## config.mk

```make
export PLATFORM = sky130hd
export DESIGN_NAME = utlb_refill
export DESIGN_NICKNAME = d
export VERILOG_FILES = /design/src/rtl/utlb_refill_pkg.sv /design/src/rtl/utlb_refill_cam.sv /design/src/rtl/utlb_refill.sv
export SDC_FILE = /design/constraint.sdc
export NUM_CORES = 1
export LEC_CHECK = 0
export ABC_CLOCK_PERIOD_IN_PS = 12110
export CAP_MARGIN = 20
export CORE_UTILIZATION = 42
export DETAILED_ROUTE_END_ITERATION = 7
export GPL_TIMING_DRIVEN = 1
export HOLD_SLACK_MARGIN = 0.1
export RECOVER_POWER = 50
export SYNTH_ARGS = -nofsm -noshare
export SYNTH_HDL_FRONTEND = slang
export SYNTH_HIERARCHICAL = 1
export SYNTH_SLANG_ARGS = --single-unit
```

## constraint.sdc

```tcl
create_clock -name clk -period 12.11 [get_ports clk]
set_input_delay 3.0275 -clock clk [delete_from_list [all_inputs] [get_ports clk]]
set_output_delay 3.0275 -clock clk [all_outputs]
set_load 0.005 [all_outputs]
```

## src/rtl/utlb_refill_pkg.sv

```systemverilog
// utlb_refill_pkg
// Shared definitions for the micro-TLB refill block:
//   - utlb_state_e : refill FSM states (IDLE -> REQ -> RESP)
//   - CAUSE_*      : bit positions of the one-hot fault cause vector
//   - utlb_entry_t : layout of one cached 4 KB translation
//   - encodeCause  : collapses the joint TLB fault flags into a one-hot cause
package utlb_refill_pkg;

  typedef enum logic [1:0] {
    ST_IDLE = 2'd0,
    ST_REQ  = 2'd1,
    ST_RESP = 2'd2
  } utlb_state_e;

  localparam int CAUSE_MOD   = 0;
  localparam int CAUSE_INVAL = 1;
  localparam int CAUSE_MISS  = 2;
  localparam int CAUSE_ADE   = 3;

  // region is va[63:62], vpn is va[39:12]; wok marks the page as store-safe
  typedef struct packed {
    logic        valid;
    logic [1:0]  region;
    logic [27:0] vpn;
    logic [7:0]  asid;
    logic [19:0] pfn;
    logic        cache;
    logic        wok;
  } utlb_entry_t;

  // Several joint TLB fault lines can be high at once; only the most
  // important one is reported: ade > miss > inval > mod.
  function automatic logic [3:0] encodeCause(input logic ade, input logic miss,
                                             input logic inval, input logic mod);
    logic [3:0] cause;
    cause = '0;
    if (ade)        cause[CAUSE_ADE]   = 1'b1;
    else if (miss)  cause[CAUSE_MISS]  = 1'b1;
    else if (inval) cause[CAUSE_INVAL] = 1'b1;
    else if (mod)   cause[CAUSE_MOD]   = 1'b1;
    return cause;
  endfunction

endpackage

```

## src/rtl/utlb_refill_cam.sv

```systemverilog
// utlb_refill_cam
// Entry array of the micro-TLB. Lookup is purely combinational; the only
// state is the entry array itself, written through a registered port.
// Ports:
//   i_clk, i_rst           clock, asynchronous active-high reset
//   i_region/i_vpn/i_asid  lookup key, i_wr = lookup is a store
//   o_hit, o_hitIdx        full hit (tag match and store permission)
//   o_pfn, o_cache         translation of the hitting entry
//   o_tagHit, o_tagIdx     tag match ignoring store permission
//   o_validVec             per-entry valid bits (for victim selection)
//   i_clr                  clear all valid bits (wins over a write)
//   i_we, i_wIdx, i_wEntry entry write port
module utlb_refill_cam
  import utlb_refill_pkg::*;
#(
  parameter int ENTRIES = 4,
  parameter int IDXW    = 2
) (
  input  logic               i_clk,
  input  logic               i_rst,
  input  logic [1:0]         i_region,
  input  logic [27:0]        i_vpn,
  input  logic [7:0]         i_asid,
  input  logic               i_wr,
  output logic               o_hit,
  output logic [IDXW-1:0]    o_hitIdx,
  output logic [19:0]        o_pfn,
  output logic               o_cache,
  output logic               o_tagHit,
  output logic [IDXW-1:0]    o_tagIdx,
  output logic [ENTRIES-1:0] o_validVec,
  input  logic               i_clr,
  input  logic               i_we,
  input  logic [IDXW-1:0]    i_wIdx,
  input  utlb_entry_t        i_wEntry
);

  utlb_entry_t r_entries [ENTRIES];
  logic [ENTRIES-1:0] w_tagVec;

  always_ff @(posedge i_clk or posedge i_rst) begin
    if (i_rst) begin
      for (int i = 0; i < ENTRIES; i++) r_entries[i] <= '0;
    end else if (i_clr) begin
      for (int i = 0; i < ENTRIES; i++) r_entries[i].valid <= 1'b0;
    end else if (i_we) begin
      r_entries[i_wIdx] <= i_wEntry;
    end
  end

  always_comb begin
    w_tagVec = '0;
    for (int i = 0; i < ENTRIES; i++) begin
      w_tagVec[i] = r_entries[i].valid &&
                    (r_entries[i].region == i_region) &&
                    (r_entries[i].vpn == i_vpn) &&
                    (r_entries[i].asid == i_asid);
    end
  end

  // Refills overwrite a tag-matching entry in place, so at most one entry
  // can match and the encode below never has to arbitrate.
  always_comb begin
    o_hit      = 1'b0;
    o_hitIdx   = '0;
    o_pfn      = '0;
    o_cache    = 1'b0;
    o_tagHit   = 1'b0;
    o_tagIdx   = '0;
    o_validVec = '0;
    for (int i = 0; i < ENTRIES; i++) begin
      o_validVec[i] = r_entries[i].valid;
      if (w_tagVec[i]) begin
        o_tagHit = 1'b1;
        o_tagIdx = IDXW'(i);
        if (!i_wr || r_entries[i].wok) begin
          o_hit    = 1'b1;
          o_hitIdx = IDXW'(i);
          o_pfn    = r_entries[i].pfn;
          o_cache  = r_entries[i].cache;
        end
      end
    end
  end

endmodule

```

## src/rtl/utlb_refill.sv

```systemverilog
// utlb_refill
// Micro-TLB between a pipeline stage and the joint TLB. Hits are answered
// combinationally; a miss stalls the pipeline, sends one request to the
// joint TLB, captures the answer, fills an entry (or reports the fault)
// and delivers the result in the RESP cycle.
// Ports:
//   clk, rst, phi2         clock, async active-high reset, phase strobe
//   lreq/lva/lwr           pipeline lookup
//   lpa/lcache/lstall      lookup result and stall
//   lerr + lmiss/linval/lmod/lade   fault result and one-hot cause
//   jtlbreq/jtlbva/jtlbwr  request to the joint TLB
//   jtlbpa..jtlbade        joint TLB response
//   asid/mode/mode64       context; any change flushes the array
//   flush                  explicit flush from CP0
//   missctr                refill counter, only when UTLB_PERF_EN is defined
module utlb_refill
  import utlb_refill_pkg::*;
#(
  parameter int ENTRIES = 4,
  parameter int IDXW    = 2
) (
  input  logic        clk,
  input  logic        rst,
  input  logic        phi2,
  input  logic        lreq,
  input  logic [63:0] lva,
  input  logic        lwr,
  output logic [31:0] lpa,
  output logic        lcache,
  output logic        lstall,
  output logic        lerr,
  output logic        lmiss,
  output logic        linval,
  output logic        lmod,
  output logic        lade,
  output logic        jtlbreq,
  output logic [63:0] jtlbva,
  output logic        jtlbwr,
  input  logic [31:0] jtlbpa,
  input  logic        jtlbcache,
  input  logic        jtlbmiss,
  input  logic        jtlbinval,
  input  logic        jtlbmod,
  input  logic        jtlbade,
  input  logic [7:0]  asid,
  input  logic [1:0]  mode,
  input  logic        mode64,
  input  logic        flush
`ifdef UTLB_PERF_EN
  , output logic [31:0] missctr
`endif
);

  utlb_state_e r_state, w_nextState;

  logic [63:0]        r_va;
  logic               r_wr, r_tagHit, r_cache, r_mode64;
  logic [IDXW-1:0]    r_tagIdx, r_ptr;
  logic [19:0]        r_pfn;
  logic [3:0]         r_cause;
  logic [7:0]         r_asid;
  logic [1:0]         r_mode;

  logic               w_hit, w_tagHit, w_camCache;
  logic [IDXW-1:0]    w_hitIdx, w_tagIdx, w_victim, w_wIdx;
  logic [19:0]        w_camPfn;
  logic [ENTRIES-1:0] w_validVec;
  logic [3:0]         w_cause;
  logic               w_ctxChg, w_clr, w_startMiss, w_we;
  utlb_entry_t        w_wEntry;
  logic               w_unused;

  assign w_unused = ^{lva[61:40], jtlbpa[11:0], w_hitIdx};

  assign w_cause     = encodeCause(jtlbade, jtlbmiss, jtlbinval, jtlbmod);
  assign w_ctxChg    = (asid != r_asid) || (mode != r_mode) || (mode64 != r_mode64);
  assign w_clr       = phi2 && (flush || w_ctxChg);
  assign w_startMiss = phi2 && (r_state == ST_IDLE) && lreq && !w_hit;
  // A clear on the same edge as the response wins, so nothing stale survives
  assign w_we        = phi2 && (r_state == ST_REQ) && !(|w_cause) && !w_clr;
  // Store upgrade of an existing page rewrites that slot to avoid duplicates
  assign w_wIdx      = r_tagHit ? r_tagIdx : w_victim;

  assign jtlbva = r_va;
  assign jtlbwr = r_wr;

  utlb_refill_cam #(.ENTRIES(ENTRIES), .IDXW(IDXW)) u_cam (
    .i_clk      (clk),
    .i_rst      (rst),
    .i_region   (lva[63:62]),
    .i_vpn      (lva[39:12]),
    .i_asid     (asid),
    .i_wr       (lwr),
    .o_hit      (w_hit),
    .o_hitIdx   (w_hitIdx),
    .o_pfn      (w_camPfn),
    .o_cache    (w_camCache),
    .o_tagHit   (w_tagHit),
    .o_tagIdx   (w_tagIdx),
    .o_validVec (w_validVec),
    .i_clr      (w_clr),
    .i_we       (w_we),
    .i_wIdx     (w_wIdx),
    .i_wEntry   (w_wEntry)
  );

  // Victim: lowest-index invalid entry, else the round-robin pointer
  always_comb begin
    w_victim = r_ptr;
    for (int i = ENTRIES - 1; i >= 0; i--) begin
      if (!w_validVec[i]) w_victim = IDXW'(i);
    end
  end

  always_comb begin
    w_wEntry        = '0;
    w_wEntry.valid  = 1'b1;
    w_wEntry.region = r_va[63:62];
    w_wEntry.vpn    = r_va[39:12];
    w_wEntry.asid   = asid;
    w_wEntry.pfn    = jtlbpa[31:12];
    w_wEntry.cache  = jtlbcache;
    w_wEntry.wok    = r_wr;
  end

  always_ff @(posedge clk or posedge rst) begin
    if (rst) r_state <= ST_IDLE;
    else if (phi2) r_state <= w_nextState;
  end

  always_comb begin
    w_nextState = r_state;
    lpa         = {w_camPfn, lva[11:0]};
    lcache      = w_camCache;
    lstall      = 1'b0;
    lerr        = 1'b0;
    lmiss       = 1'b0;
    linval      = 1'b0;
    lmod        = 1'b0;
    lade        = 1'b0;
    jtlbreq     = 1'b0;
    case (r_state)
      ST_IDLE: begin
        if (lreq && !w_hit) begin
          lstall      = 1'b1;
          w_nextState = ST_REQ;
        end
      end
      ST_REQ: begin
        jtlbreq     = 1'b1;
        lstall      = 1'b1;
        w_nextState = ST_RESP;
      end
      ST_RESP: begin
        // Served from the response register, so a flush after the fill
        // cannot take the result away
        lpa         = {r_pfn, r_va[11:0]};
        lcache      = r_cache;
        lerr        = |r_cause;
        lmiss       = r_cause[CAUSE_MISS];
        linval      = r_cause[CAUSE_INVAL];
        lmod        = r_cause[CAUSE_MOD];
        lade        = r_cause[CAUSE_ADE];
        w_nextState = ST_IDLE;
      end
      default: w_nextState = ST_IDLE;
    endcase
  end

  // Context is sampled every phi2 edge so a change is seen exactly once
  always_ff @(posedge clk or posedge rst) begin
    if (rst) begin
      r_asid   <= '0;
      r_mode   <= '0;
      r_mode64 <= 1'b0;
      r_ptr    <= '0;
    end else if (phi2) begin
      r_asid   <= asid;
      r_mode   <= mode;
      r_mode64 <= mode64;
      if (w_clr) r_ptr <= '0;
      else if (w_we) r_ptr <= (r_ptr == IDXW'(ENTRIES - 1)) ? '0 : r_ptr + IDXW'(1);
    end
  end

  always_ff @(posedge clk or posedge rst) begin
    if (rst) begin
      r_va     <= '0;
      r_wr     <= 1'b0;
      r_tagHit <= 1'b0;
      r_tagIdx <= '0;
      r_pfn    <= '0;
      r_cache  <= 1'b0;
      r_cause  <= '0;
    end else begin
      if (w_startMiss) begin
        r_va     <= lva;
        r_wr     <= lwr;
        r_tagHit <= w_tagHit;
        r_tagIdx <= w_tagIdx;
      end
      if (phi2 && (r_state == ST_REQ)) begin
        r_pfn   <= jtlbpa[31:12];
        r_cache <= jtlbcache;
        r_cause <= w_cause;
      end
    end
  end

`ifdef UTLB_PERF_EN
  always_ff @(posedge clk or posedge rst) begin
    if (rst) missctr <= '0;
    else if (w_startMiss) missctr <= missctr + 32'd1;
  end
`endif

endmodule

```

# After elaboration in Yosys (flattened, before gate mapping)
# Index checks and enable logic that the tools add are counted.
# Widths: inputs -> output; s select.
# op_classes
addsub	1
n_lt_le_gt_ge	2
n_eq_ne	19
muxes	66
n_bitwise	2
n_reduce_logical	39
# op_table
operator	count
$bwmux 244	1
$mux 244	1
$mux 20	8
$demux 61 s2	1
$eq 28x28->1	4
$mux 61	1
$mux 1	38
$eq 8x8->1	4
$mux 32	1
$mux 2	12
$logic_and 1x1->1	21
$eq 2x2->1	4
$ne 8x8->1	1
$reduce_or 4->1	2
$logic_or 1x1->1	7
$reduce_and 2->1	3
$eq 2x2->1 const B	2
$logic_not 1->1	4
$pmux 2 s2	1
$ge 3x3->1 const B	1
$lt 3x1->1 const B	1
$mux 3	1
$not 2->3	1
$add 2x1->2 const B	1
other kinds (8)	8
# totals
reg_bits	352
elab_cells	169

# Longest topological paths before layout
# Gate-level depths: netlist of run 1.
# depth
depth_word	15
ltp_mapped	12
ltp_nobuf	9

# By module
# The synthesis of run 1 kept the hierarchy.
# by_module_without_submodules
module	n_inst	cells_per_inst	area_per_inst_um2	seq_area_each_um2
utlb_refill_cam	1	931	12260.5	6105.9
utlb_refill	1	324	4683.2	2702.6

# Least setup slack after synthesis of run 1
# No wires, ideal clock.
# synth_timing
kind	input to output
from	input port lva[26]
to	output port lpa[13]
arrival_ps	4732
t_required_ps	9082
path_slack_ps	4351
cell_stages	9
path_buffers	2
path_cell_list	buf_2 > xnor2_1 > nand4_1 > nor4_4 > nand4b_4 > buf_6 > a221oi_2 > o2bb2ai_1 > mux2_2
# synth_via
elab_chain_cells	11
# synth_rtl
element	line	source
start: declaration	utlb_refill.sv:26	input logic [63:0] lva,
$eq 28x28->1	utlb_refill_cam.sv:56	(r_entries[i].vpn == i_vpn) &&
$logic_and 1x1->1	utlb_refill_cam.sv:55	(r_entries[i].region == i_region) &&
$logic_and 1x1->1	utlb_refill_cam.sv:56	
$mux 20	utlb_refill_cam.sv:73	if (w_tagVec[i]) begin
$mux 20	utlb_refill_cam.sv:76	if (!i_wr || r_entries[i].wok) begin
$mux 20	utlb_refill_cam.sv:73	
$mux 20	utlb_refill_cam.sv:76	
$mux 20	utlb_refill_cam.sv:73	
$mux 20	utlb_refill_cam.sv:76	
$mux 20 (*)	utlb_refill_cam.sv:73	
via w_camPfn[1]	utlb_refill.sv:66	logic [19:0] w_camPfn;
$mux 32 (*)	utlb_refill.sv:142	case (r_state)
end: declaration	utlb_refill.sv:28	output logic [31:0] lpa,
# The timed path passes the listed nets; every way through them passes the cells marked *.

# Worst setup path after layout of run 1
# layout_timing
from	input port lva[32]
to	output port lpa[22]
# Same word-level chain as after synthesis.

==> metrics.md, run 1 <==
| Metric | Value |
|---|---|
| Status | finished with violations |
| Failing checks | max-capacitance violations, max-slew violations |
| Die height | 203 um |
| Via count | 10,549 |
| Clock slew at reported path FFs | 0.06 ns |
| Largest net degree at the start of global routing | 104 |
| Worst r2r path cells | 9 |
| Mapped Area | 0.0169 sq mm |
| Post-Syn Instances | 1,253 |
| Total wire length | 42,200 um |
| Place WS | 1.90 ns |
| Antenna diodes | 0 |
| Remaining antenna violation count | 0 |
| Grt ovf | 0 |
| I/O Buffers | 210 |
| Fillers | 3,483 |
| Most common cell on crit path | clkdlybuf4s50_1 |
| Worst hold slack | 0.488 ns |
| Cts repair resizes | 0 |
| Average cell area after synthesis | 13.5 sq um |
| Buf+Inv Stages, Crit Path | 2 |
| Crit-path slowest cell | nor4_1 |
| NumNets Final | 1,564 |
| HPWL Detailed | 27,300 um |
| Initial antenna violation count | 0 |
| Worst setup EP type | output port |
| Vias in the first global route | 11,066 |
| Initial core utilization | 42.6% |
| Cell Chain, Critical Path | clkdlybuf4s50_1 > xor2_1 > nor4_1 > nand4_1 > nand4b_4 > a221oi_2 > o2bb2ai_1 > mux2_2 > clkdlybuf4s50_1 |
| Fin Clk Skew | 0.0204 ns |
| RSZ-0062 raised after global routing | false |
| DIE WIDTH | 203 um |
| Slew Limit Fails | 309 |
| Clock Tree Buf Depth | 3 |
| Final period util | 83.0% |
| CP Launch Type | primary input |
| VDD IR max | 0.131 mV |
| Final Hold Fails | 0 |
| Io pins | 223 |
| TritonCTS Buffers | 41 |
| Final GP Congestion | 0.753 |
| CP max stage delay | 0.69 ns |
| H-tree lvl count | 2 |
| Overall Global Routing Usage | 21.0% |
| Core Region | 0.0397 sq mm |
| PD cells | 149 mW/mm^2 |
| Tmin final | 10.05 ns |
| Setup TNS | 0 ns |
| Postcts setup bufs | 0 |
| Hold path depth | 2 |
| Worst hold start | r_cause[0]$_DFFE_PP0P_ |
| Max transition margin | -215% |
| Reg2reg start | u_cam/r_entries[159]$_DFFE_PP0P_ |
| WHS Endpoint | r_cause[0]$_DFFE_PP0P_ |
| Highest clock rate | 99.5 MHz |
| Drt drc | 0 |
| Die Area | 0.0411 sq mm |
| 1st-iter DRT viols | 537 |
| Setup CP Type | in -> out |
| FF-to-FF End | jtlbva[35]$_DFFE_PP0P_ |
| Synth Warn # | 6 |
| Worst Tran Pin Value | 4.71 ns |
| Leak | 9.38 nW |
| Area added between synthesis and finish | 22.3% |
| Final WS setup | 2.06 ns |
| # setup viols final | 0 |
| Skew-Pair Late Insertion Delay | 0.55 ns |
| WP data arrival | 7.02 ns |
| Num Clock Sinks | 352 |
| First-pass DRT Iterations | 4 |
| Hold Crit Class | reg -> reg |
| Wirelength per Cell | 21.1 um |
| Reg2Reg Setup Slack | 8.10 ns |
| Max FO, Critical Path | 22 |
| PnR Total Power | 3.08 mW |
| Via density | 5.28 |
| Post-CTS Hold Buffers | 0 |
| Rows | 73 |
| Clk root buf | clkbuf_16 |
| Max-cap violations | 5 |
| TritonCTS clock tree | built |
| Layout cells sized above 1 | 33.6% |
| First-pass GRT wire length | 66,200 um |
| Cell family with most CP delay | simple AND/OR/NAND/NOR gates |
| Critical Path RT | 9.08 ns |
## sequential cells by signal, indices dropped and copies added (netlist names)
name / cells
u_cam/r_entries: 240
r_asid: 8
r_mode64: 1
r_pfn: 20
r_cache: 1
r_tagHit: 1
u_cam/o_validVec: 4
r_tagIdx: 2
r_cause: 4
r_ptr: 2
r_state: 2
r_mode: 2
jtlbwr: 1
jtlbva: 64
## power breakdown
part	switching [mW]	internal (mW)	total (mW)
combinational	0.182	0.288	0.470
sequential	0.104	1.29	1.40
clock	0.488	0.729	1.22
## layout by cell type, fill, tap and decap left out, types with 25 or more instances in the layout
cell type	n
clkdlybuf4s50_1	144
nand2_1	33
xnor2_1	88
nand4_1	25
xor2_1	66
nor4_1	34
dfrtp_1	352
clkbuf_16	41
o21ai_0	27
dlygate4sd3_1	66
mux2_2	365
## worst min-delay path, stage by stage, from the launching register on
cell     delay, ns
dfrtp_1       0.34
nand2_1       0.05
o31ai_1       0.06
## through the flow
stage                     util, %  cells  area [sq um]
after global routing         52.1   1999         20700
after global placement       48.8   1925         19400
final                        52.1   1999         20700
after floorplan                 -   1256         16900
after detailed placement     48.8   1925         19400
after CTS                    52.1   1997         20700
## worst max path at each step
stage / startpoint / to / slack, ns / cells after the start
after global placement: asid[4] / lpa[20] / 1.96 / 9
after detailed placement: asid[4] / lpa[20] / 1.90 / 9
after global routing: rst / u_cam/r_entries[215]$_DFFE_PP0P_ / 1.76 / 3
after CTS: asid[4] / lpa[20] / 1.95 / 9
after floorplan: rst / u_cam/o_validVec[0]$_DFFE_PP0P_ / 2.38 / 1
final: lva[32] / lpa[22] / 2.06 / 9
## area by class of cell
type / count / area (sq um) / share of cell area [%]
clock buffers: 57 / 1160 / 5.58
clock inverters: 15 / 161 / 0.779
inverters: 14 / 55.1 / 0.266
multi-input cells: 802 / 7590 / 36.6
flip-flops and latches: 352 / 8810 / 42.5
well taps: 525 / 657 / 3.17
repair buffers: 234 / 2280 / 11.0
## layer usage
layer / up-vias / global-route usage (%) / wire, um
met5: - / 0 / 0
met4: 0 / 5.83 / 870
met3: 61 / 2.95 / 1270
met2: 167 / 35.3 / 20800
met1: 5464 / 28.3 / 19300
li1: 4857 / - / -
Note: power is estimated with default switching activity, not from simulation.
==> run 2: changes to the inputs <==
- ABC_CLOCK_PERIOD_IN_PS: 12110 -> 10000
- clock period: 12.11 -> 10 ns (I/O delays scaled with it)
==> run 2 against run 1 <==
  * The run still ends with max-capacitance violations, max-slew violations left
  * Utilization up 0.11 points
  * Clock-buffer cell count up 11
  * Hold slack worse by 0.0086 ns
  * Clock skew down 0.0034 ns
  * Non-clock buffer count up 2
  * Flip-flop and latch count unchanged
  * First-iteration DRC count down 18%
  * Clock power up 21%
  * Sequential power up 21%
  * Via count about the same
  * Register-to-register slack worse by 2.0 ns
  * Die area unchanged
  * Largest power group unchanged
  * Highest routed layer unchanged
==> metrics.md, run 2 (same netlist as run 1, synthesis figures left out) <==
| Metric | Value |
|---|---|
| Status | finished with violations |
| Failing checks | max-capacitance violations, max-slew violations |
| TritonCTS clock tree | built |
| Psw | 0.927 mW (+20%) |
| Final WS setup | 1.14 ns (-0.926 ns) |
| Initial core utilization | 42.6% (unchanged) |
| Via count | 10,555 (+0.057%) |
| Final period util | 88.6% |
| Largest Register | u_cam/r_entries |
| Max reg flops | 240 (unchanged) |
| First-pass GRT wire length | 66,600 um (+0.60%) |
| Leak | 9.41 nW (+0.31%) |
| Cts repair resizes | 0 (unchanged) |
| Vias in the first global route | 10,988 (-0.70%) |
| Wirelength per Cell | 21.3 um (+0.68%) |
| Final Hold Fails | 0 (unchanged) |
| Antenna diodes | 0 (unchanged) |
| Die Area | 0.0411 sq mm (unchanged) |
| # setup viols final | 0 (unchanged) |
| Commonest non-fill, non-tap cell in the layout | mux2_2 |
| Layout cells sized above 1 | 33.4% (-0.14 points) |
| Share of the core filled with cells in the final layout | 52.2% (+0.11 points) |
| Most frequent cells in the layout | mux2_2, dfrtp_1, clkdlybuf4s50_1 |
| Tmin final | 8.86 ns |
| Max-cap violations | 6 (+1) |
| Power share of the clock group | 39.6% (about the same) |
| Die height | 203 um (unchanged) |
| Slew Limit Fails | 390 (+26%) |
| Clock Tree Buf Depth | 3 (unchanged) |
| Initial antenna violation count | 0 (unchanged) |
| Total wire length | 42,600 um (+0.83%) |
| Worst r2r path cells | 9 (unchanged) |
| Max transition margin | -210% (+5.9 points) |
| Most common cell on crit path | clkdlybuf4s50_1 |
| NumNets Final | 1,565 (+0.064%) |
| CP Launch Type | primary input |
| Skew-Pair Late Insertion Delay | 0.55 ns (about the same) |
| Gate power share | 15.2% (about the same) |
| Rows | 73 (unchanged) |
| RSZ-0062 raised after global routing | false |
| Sequential share of power | 45.2% (about the same) |
| Io pins | 223 (unchanged) |
| CP max stage delay | 0.69 ns (about the same) |
| TritonCTS Buffers | 40 (-2.4%) |
| Clock slew at reported path FFs | 0.06 ns (about the same) |
| I/O Buffers | 210 (unchanged) |
| Internal power | 2.82 mW (+22%) |
| Clk root buf | clkbuf_16 |
| Largest net degree at the start of global routing | 102 (-1.9%) |
| Fillers | 3,490 (+0.20%) |
| Drt drc | 0 (unchanged) |
| PD cells | 181 mW/mm^2 (+21%) |
| PnR Total Power | 3.75 mW (+22%) |
| Cell Chain, Critical Path | clkdlybuf4s50_1 > xor2_1 > nor4_1 > nand4_1 > nand4b_4 > a221oi_1 > o2bb2ai_1 > mux2_2 > clkdlybuf4s50_1 |
| H-tree lvl count | 2 (unchanged) |
| HPWL Detailed | 27,700 um (+1.5%) |
| Area added between synthesis and finish | 22.5% |
| Postcts setup bufs | 0 (unchanged) |
| Overall Global Routing Usage | 21.2% (+0.17 points) |
| Final GP Congestion | 0.745 (-1.0%) |
| Highest clock rate | 113 MHz |
| Crit-path slowest cell | nand4b_4 |
| Via density | 5.27 (about the same) |
| DIE WIDTH | 203 um (unchanged) |
| Critical Path RT | 7.50 ns (-1.58 ns) |
| WP data arrival | 6.36 ns (-0.66 ns) |
| Post-CTS Hold Buffers | 0 (unchanged) |
| Worst Tran Pin Value | 4.62 ns (-0.0881 ns) |
| 1st-iter DRT viols | 439 (-18%) |
| Remaining antenna violation count | 0 (unchanged) |
| Core Region | 0.0397 sq mm (unchanged) |
| First-pass DRT Iterations | 5 (+1) |
| Grt ovf | 0 (unchanged) |
| Setup CP Type | in -> out |
| Place WS | 1.05 ns (-0.856 ns) |
| Num Clock Sinks | 352 (unchanged) |
| Setup TNS | 0 ns (unchanged) |
| Worst setup EP type | output port |
| Hold path depth | 2 (unchanged) |
| Fin Clk Skew | 0.0170 ns (-0.00342 ns) |
| Sw frac | 24.7% (-0.36 points) |
| Max FO, Critical Path | 22 (unchanged) |
| Hold Crit Class | reg -> reg |
| VDD IR max | 0.135 mV (+3.0%) |
[run 2: path summary, 6_finish.rpt]
path	start	endpoint	slack (ns)
max	lva[32]	lcache	1.14
max reg2reg	u_cam/r_entries[172]$_DFFE_PP0P_	jtlbva[61]$_DFFE_PP0P_	6.10
min in group asynchronous	rst	jtlbva[62]$_DFFE_PP0P_	3.08
min reg2reg	r_cause[0]$_DFFE_PP0P_	r_cause[0]$_DFFE_PP0P_	0.48
max in group asynchronous	rst	jtlbva[19]$_DFFE_PP0P_	2.71
min	r_cause[0]$_DFFE_PP0P_	r_cause[0]$_DFFE_PP0P_	0.48
[run 2: through the flow]
stage / area (sq um) / hold slack, ns / instances
floorplan: 16900 / 0.449 / 1256
global placement: 19400 / 0.465 / 1927
detailed placement: 19400 / 0.468 / 1928
CTS: 20800 / 0.481 / 2001
global route: 20800 / 0.513 / 2002
finish: 20800 / 0.479 / 2002
[run 2: per-layer routing]
metal | vias to the layer above | global-route usage, % | part of all wire, %
li1 | 4881 | - | -
met1 | 5429 | 28.9 | 45
met2 | 199 | 34.6 | 49
met3 | 46 | 3.23 | 3.8
met4 | 0 | 6.55 | 2.0
met5 | - | 0 | 0
[run 2: power by group through the flow]
stage / registers (mW) / logic, mW / clock network, mW
global route: 1.72 / 0.618 / 1.59
finish: 1.69 / 0.571 / 1.48
CTS: 1.70 / 0.615 / 1.54
detailed placement: 1.72 / 0.612 / 0
floorplan: 1.69 / 0.259 / 0
global placement: 1.72 / 0.607 / 0
[run 2: cell type report]
type                    count  area (sq um)  share of cell area (%)
clock inverters             5          86.3                   0.416
inverters                  14          55.1                   0.265
well taps                 525           657                    3.17
repair buffers            236          2300                    11.1
multi-input cells         802          7590                    36.6
flip-flops and latches    352          8810                    42.4
clock buffers              68          1260                    6.06
[run 2: worst max-delay path: cells and delay by family]
family	cells	cell delay [ns]
buf+inv	2	1.00
xor+xnor	1	0.21
compound gates	2	0.66
mux	1	0.27
simple gates	3	1.71
==> run 3: changes to the inputs <==
- ABC_CLOCK_PERIOD_IN_PS: 10000 -> 9000
- SETUP_SLACK_MARGIN: unset -> 0.3
- SLEW_MARGIN: unset -> 20
- clock period: 10 -> 9 ns (I/O delays scaled with it)
==> run 3 against run 2 <==
  * The flow still finishes with violations (max-capacitance violations, max-slew violations)
  * Non-clock buffer count grew 4
  * Clock skew is 0.0038 ns lower
  * First-iteration DRC count rose by 5.9%
==> metrics.md, run 3 (same netlist as run 1, synthesis figures left out) <==
| Metric | Value |
|---|---|
| Most frequent cells in the layout | mux2_2, dfrtp_1, clkdlybuf4s50_1 |
| Post-route cell area | 0.0209 sq mm (+0.48%) |
| Area added between synthesis and finish | 23.1% |
| Worst Tran Pin Value | 4.29 ns (-0.330 ns) |
| Rows | 73 (unchanged) |
| Io pins | 223 (unchanged) |
| Fin Clk Skew | 0.0132 ns (-0.00376 ns) |
| Vias in the first global route | 10,981 (-0.064%) |
| Clock Tree Buf Depth | 3 (unchanged) |
| Leak | 9.46 nW (+0.55%) |
| Commonest non-fill, non-tap cell in the layout | mux2_2 |
| WP data arrival | 5.95 ns (-0.41 ns) |
| Hold Crit Class | reg -> reg |
| Final period util | 91.1% |
| Wirelength per Cell | 21.1 um (-0.95%) |
| Dpl cell area | 0.0195 sq mm (+0.28%) |
| Crit-path slowest cell | clkdlybuf4s50_1 |
| Slew Limit Fails | 388 (-0.51%) |
| Grt ovf | 0 (unchanged) |
| Max FO, Critical Path | 13 (-41%) |
| Final Hold Fails | 0 (unchanged) |
| Setup TNS | 0 ns (unchanged) |
| Clock slew at reported path FFs | 0.06 ns (about the same) |
| Postcts setup bufs | 0 (unchanged) |
| Total wire length | 42,300 um (-0.60%) |
| PD cells | 202 mW/mm^2 (+12%) |
| Tmin final | 8.20 ns |
| Via count | 10,629 (+0.70%) |
| Initial core utilization | 42.6% (unchanged) |
| Worst hold slack | 0.478 ns (-0.00178 ns) |
| Final GP Congestion | 0.745 (about the same) |
| First-pass DRT Iterations | 4 (-1) |
| Clk root buf | clkbuf_16 |
| VDD IR max | 0.150 mV (+12%) |
| Cell family with most CP delay | buffers and inverters |
| RSZ-0062 raised after global routing | false |
| Core Region | 0.0397 sq mm (unchanged) |
| TritonCTS Buffers | 41 (+2.5%) |
| Layout cells sized above 1 | 34.5% (+1.1 points) |
| NumNets Final | 1,570 (+0.32%) |
| First-pass GRT wire length | 66,000 um (-0.87%) |
| # setup viols final | 0 (unchanged) |
| Share of the core filled with cells in the final layout | 52.5% (+0.25 points) |
| TritonCTS clock tree | built |
| Max-cap violations | 5 (-1) |
| HPWL Detailed | 27,300 um (-1.4%) |
| Num Clock Sinks | 352 (unchanged) |
| H-tree lvl count | 2 (unchanged) |
| Post-CTS Hold Buffers | 0 (unchanged) |
| Cell Chain, Critical Path | clkdlybuf4s50_1 > xor2_1 > nor4_1 > nand4_2 > buf_4 > nor4_1 > a221oi_2 > o2bb2ai_1 > mux2_2 > clkdlybuf4s50_1 |
| CP Launch Type | primary input |
| Largest net degree at the start of global routing | 164 (+61%) |
| Max reg flops | 240 (unchanged) |
| Critical Path RT | 6.75 ns (-0.75 ns) |
| Highest clock rate | 122 MHz |
| Die height | 203 um (unchanged) |
| Initial antenna violation count | 0 (unchanged) |
| Worst setup EP type | output port |
| Overall Global Routing Usage | 20.9% (-0.24 points) |
| Buf+Inv Stages, Crit Path | 3 (+1) |
| Failing checks | max-capacitance violations, max-slew violations |
| Via density | 5.29 (+0.35%) |
| Status | finished with violations |
| 1st-iter DRT viols | 465 (+5.9%) |
| Max transition margin | -186% (+24 points) |
| Remaining antenna violation count | 0 (unchanged) |
| Skew-Pair Late Insertion Delay | 0.56 ns (about the same) |
| Die Area | 0.0411 sq mm (unchanged) |
| I/O Buffers | 210 (unchanged) |
| CP max stage delay | 0.63 ns (-0.06 ns) |
| Setup CP Type | in -> out |
| Drt drc | 0 (unchanged) |
| Largest Register | u_cam/r_entries |
| Cts repair resizes | 0 (unchanged) |
| DIE WIDTH | 203 um (unchanged) |
run 3: changes by cell type in the layout (fill, tap and decap cells not counted), sizes merged:
cell | previous run | this run
clkdlybuf4s50 | 143 | 148
diode | 0 | 1
inv | 12 | 14
clkbuf | 72 | 63
clkinvlp | 2 | 6
clkinv | 3 | 8
buf | 22 | 26
dlygate4sd3 | 67 | 62
run 3: cell type report:
class / instances / area (sq um)
antenna: 1 / 2.50
clock buffer: 59 / 1270
clock inverter: 16 / 148
fill: 3481 / 18900
inverter: 14 / 57.6
multi-input combinational: 802 / 7590
sequential: 352 / 8810
tap: 525 / 657
timing repair buffer: 240 / 2330
run 3: per-layer routing:
layer | up-vias | track usage, % | part of all wire, %
li1 | 4896 | - | -
met1 | 5485 | 28.3 | 45
met2 | 188 | 34.5 | 49
met3 | 60 | 2.99 | 3.6
met4 | 0 | 6.71 | 2.5
met5 | - | 0 | 0
run 3: worst reg2reg max path, stage by stage, from the launching register on:
cell	delay, ns
dfrtp_1	0.38
xor2_1	0.16
nor4_1	0.61
a31oi_1	0.39
nand4b_1	0.96
buf_4	0.70
mux2_2	0.42
run 3: metrics by stage:
step	power (mW)	std cells	worst slack, ns
floorplan	2.16	1256	2.80
CTS	4.33	2008	0.761
global placement	2.58	1933	0.843
detailed placement	2.59	1933	0.764
finish	4.22	2009	0.798
global route	4.41	2008	0.548
run 3: path summary, 6_finish.rpt:
kind                                        start                             end  slack, ns  cells after the start
max                                       lva[62]                         lpa[26]       0.80                     10
min                        r_cause[0]$_DFFE_PP0P_          r_cause[0]$_DFFE_PP0P_       0.48                      2
max reg2reg                 r_asid[7]$_DFFE_PP0P_  u_cam/r_entries[1]$_DFFE_PP0P_       5.25                      6
min reg2reg                r_cause[0]$_DFFE_PP0P_          r_cause[0]$_DFFE_PP0P_       0.48                      2
max in group asynchronous                     rst          jtlbva[55]$_DFFE_PP0P_       1.69                      3
min in group asynchronous                     rst          jtlbva[27]$_DFFE_PP0P_       2.61                      2
run 3: power breakdown:
part	switching, mW	total, mW	leakage, nW	internal (mW)
sequential	0.141	1.88	4.70	1.74
clock	0.672	1.71	0.696	1.04
combinational	0.241	0.631	4.07	0.390
total	1.05	4.22	9.46	3.17
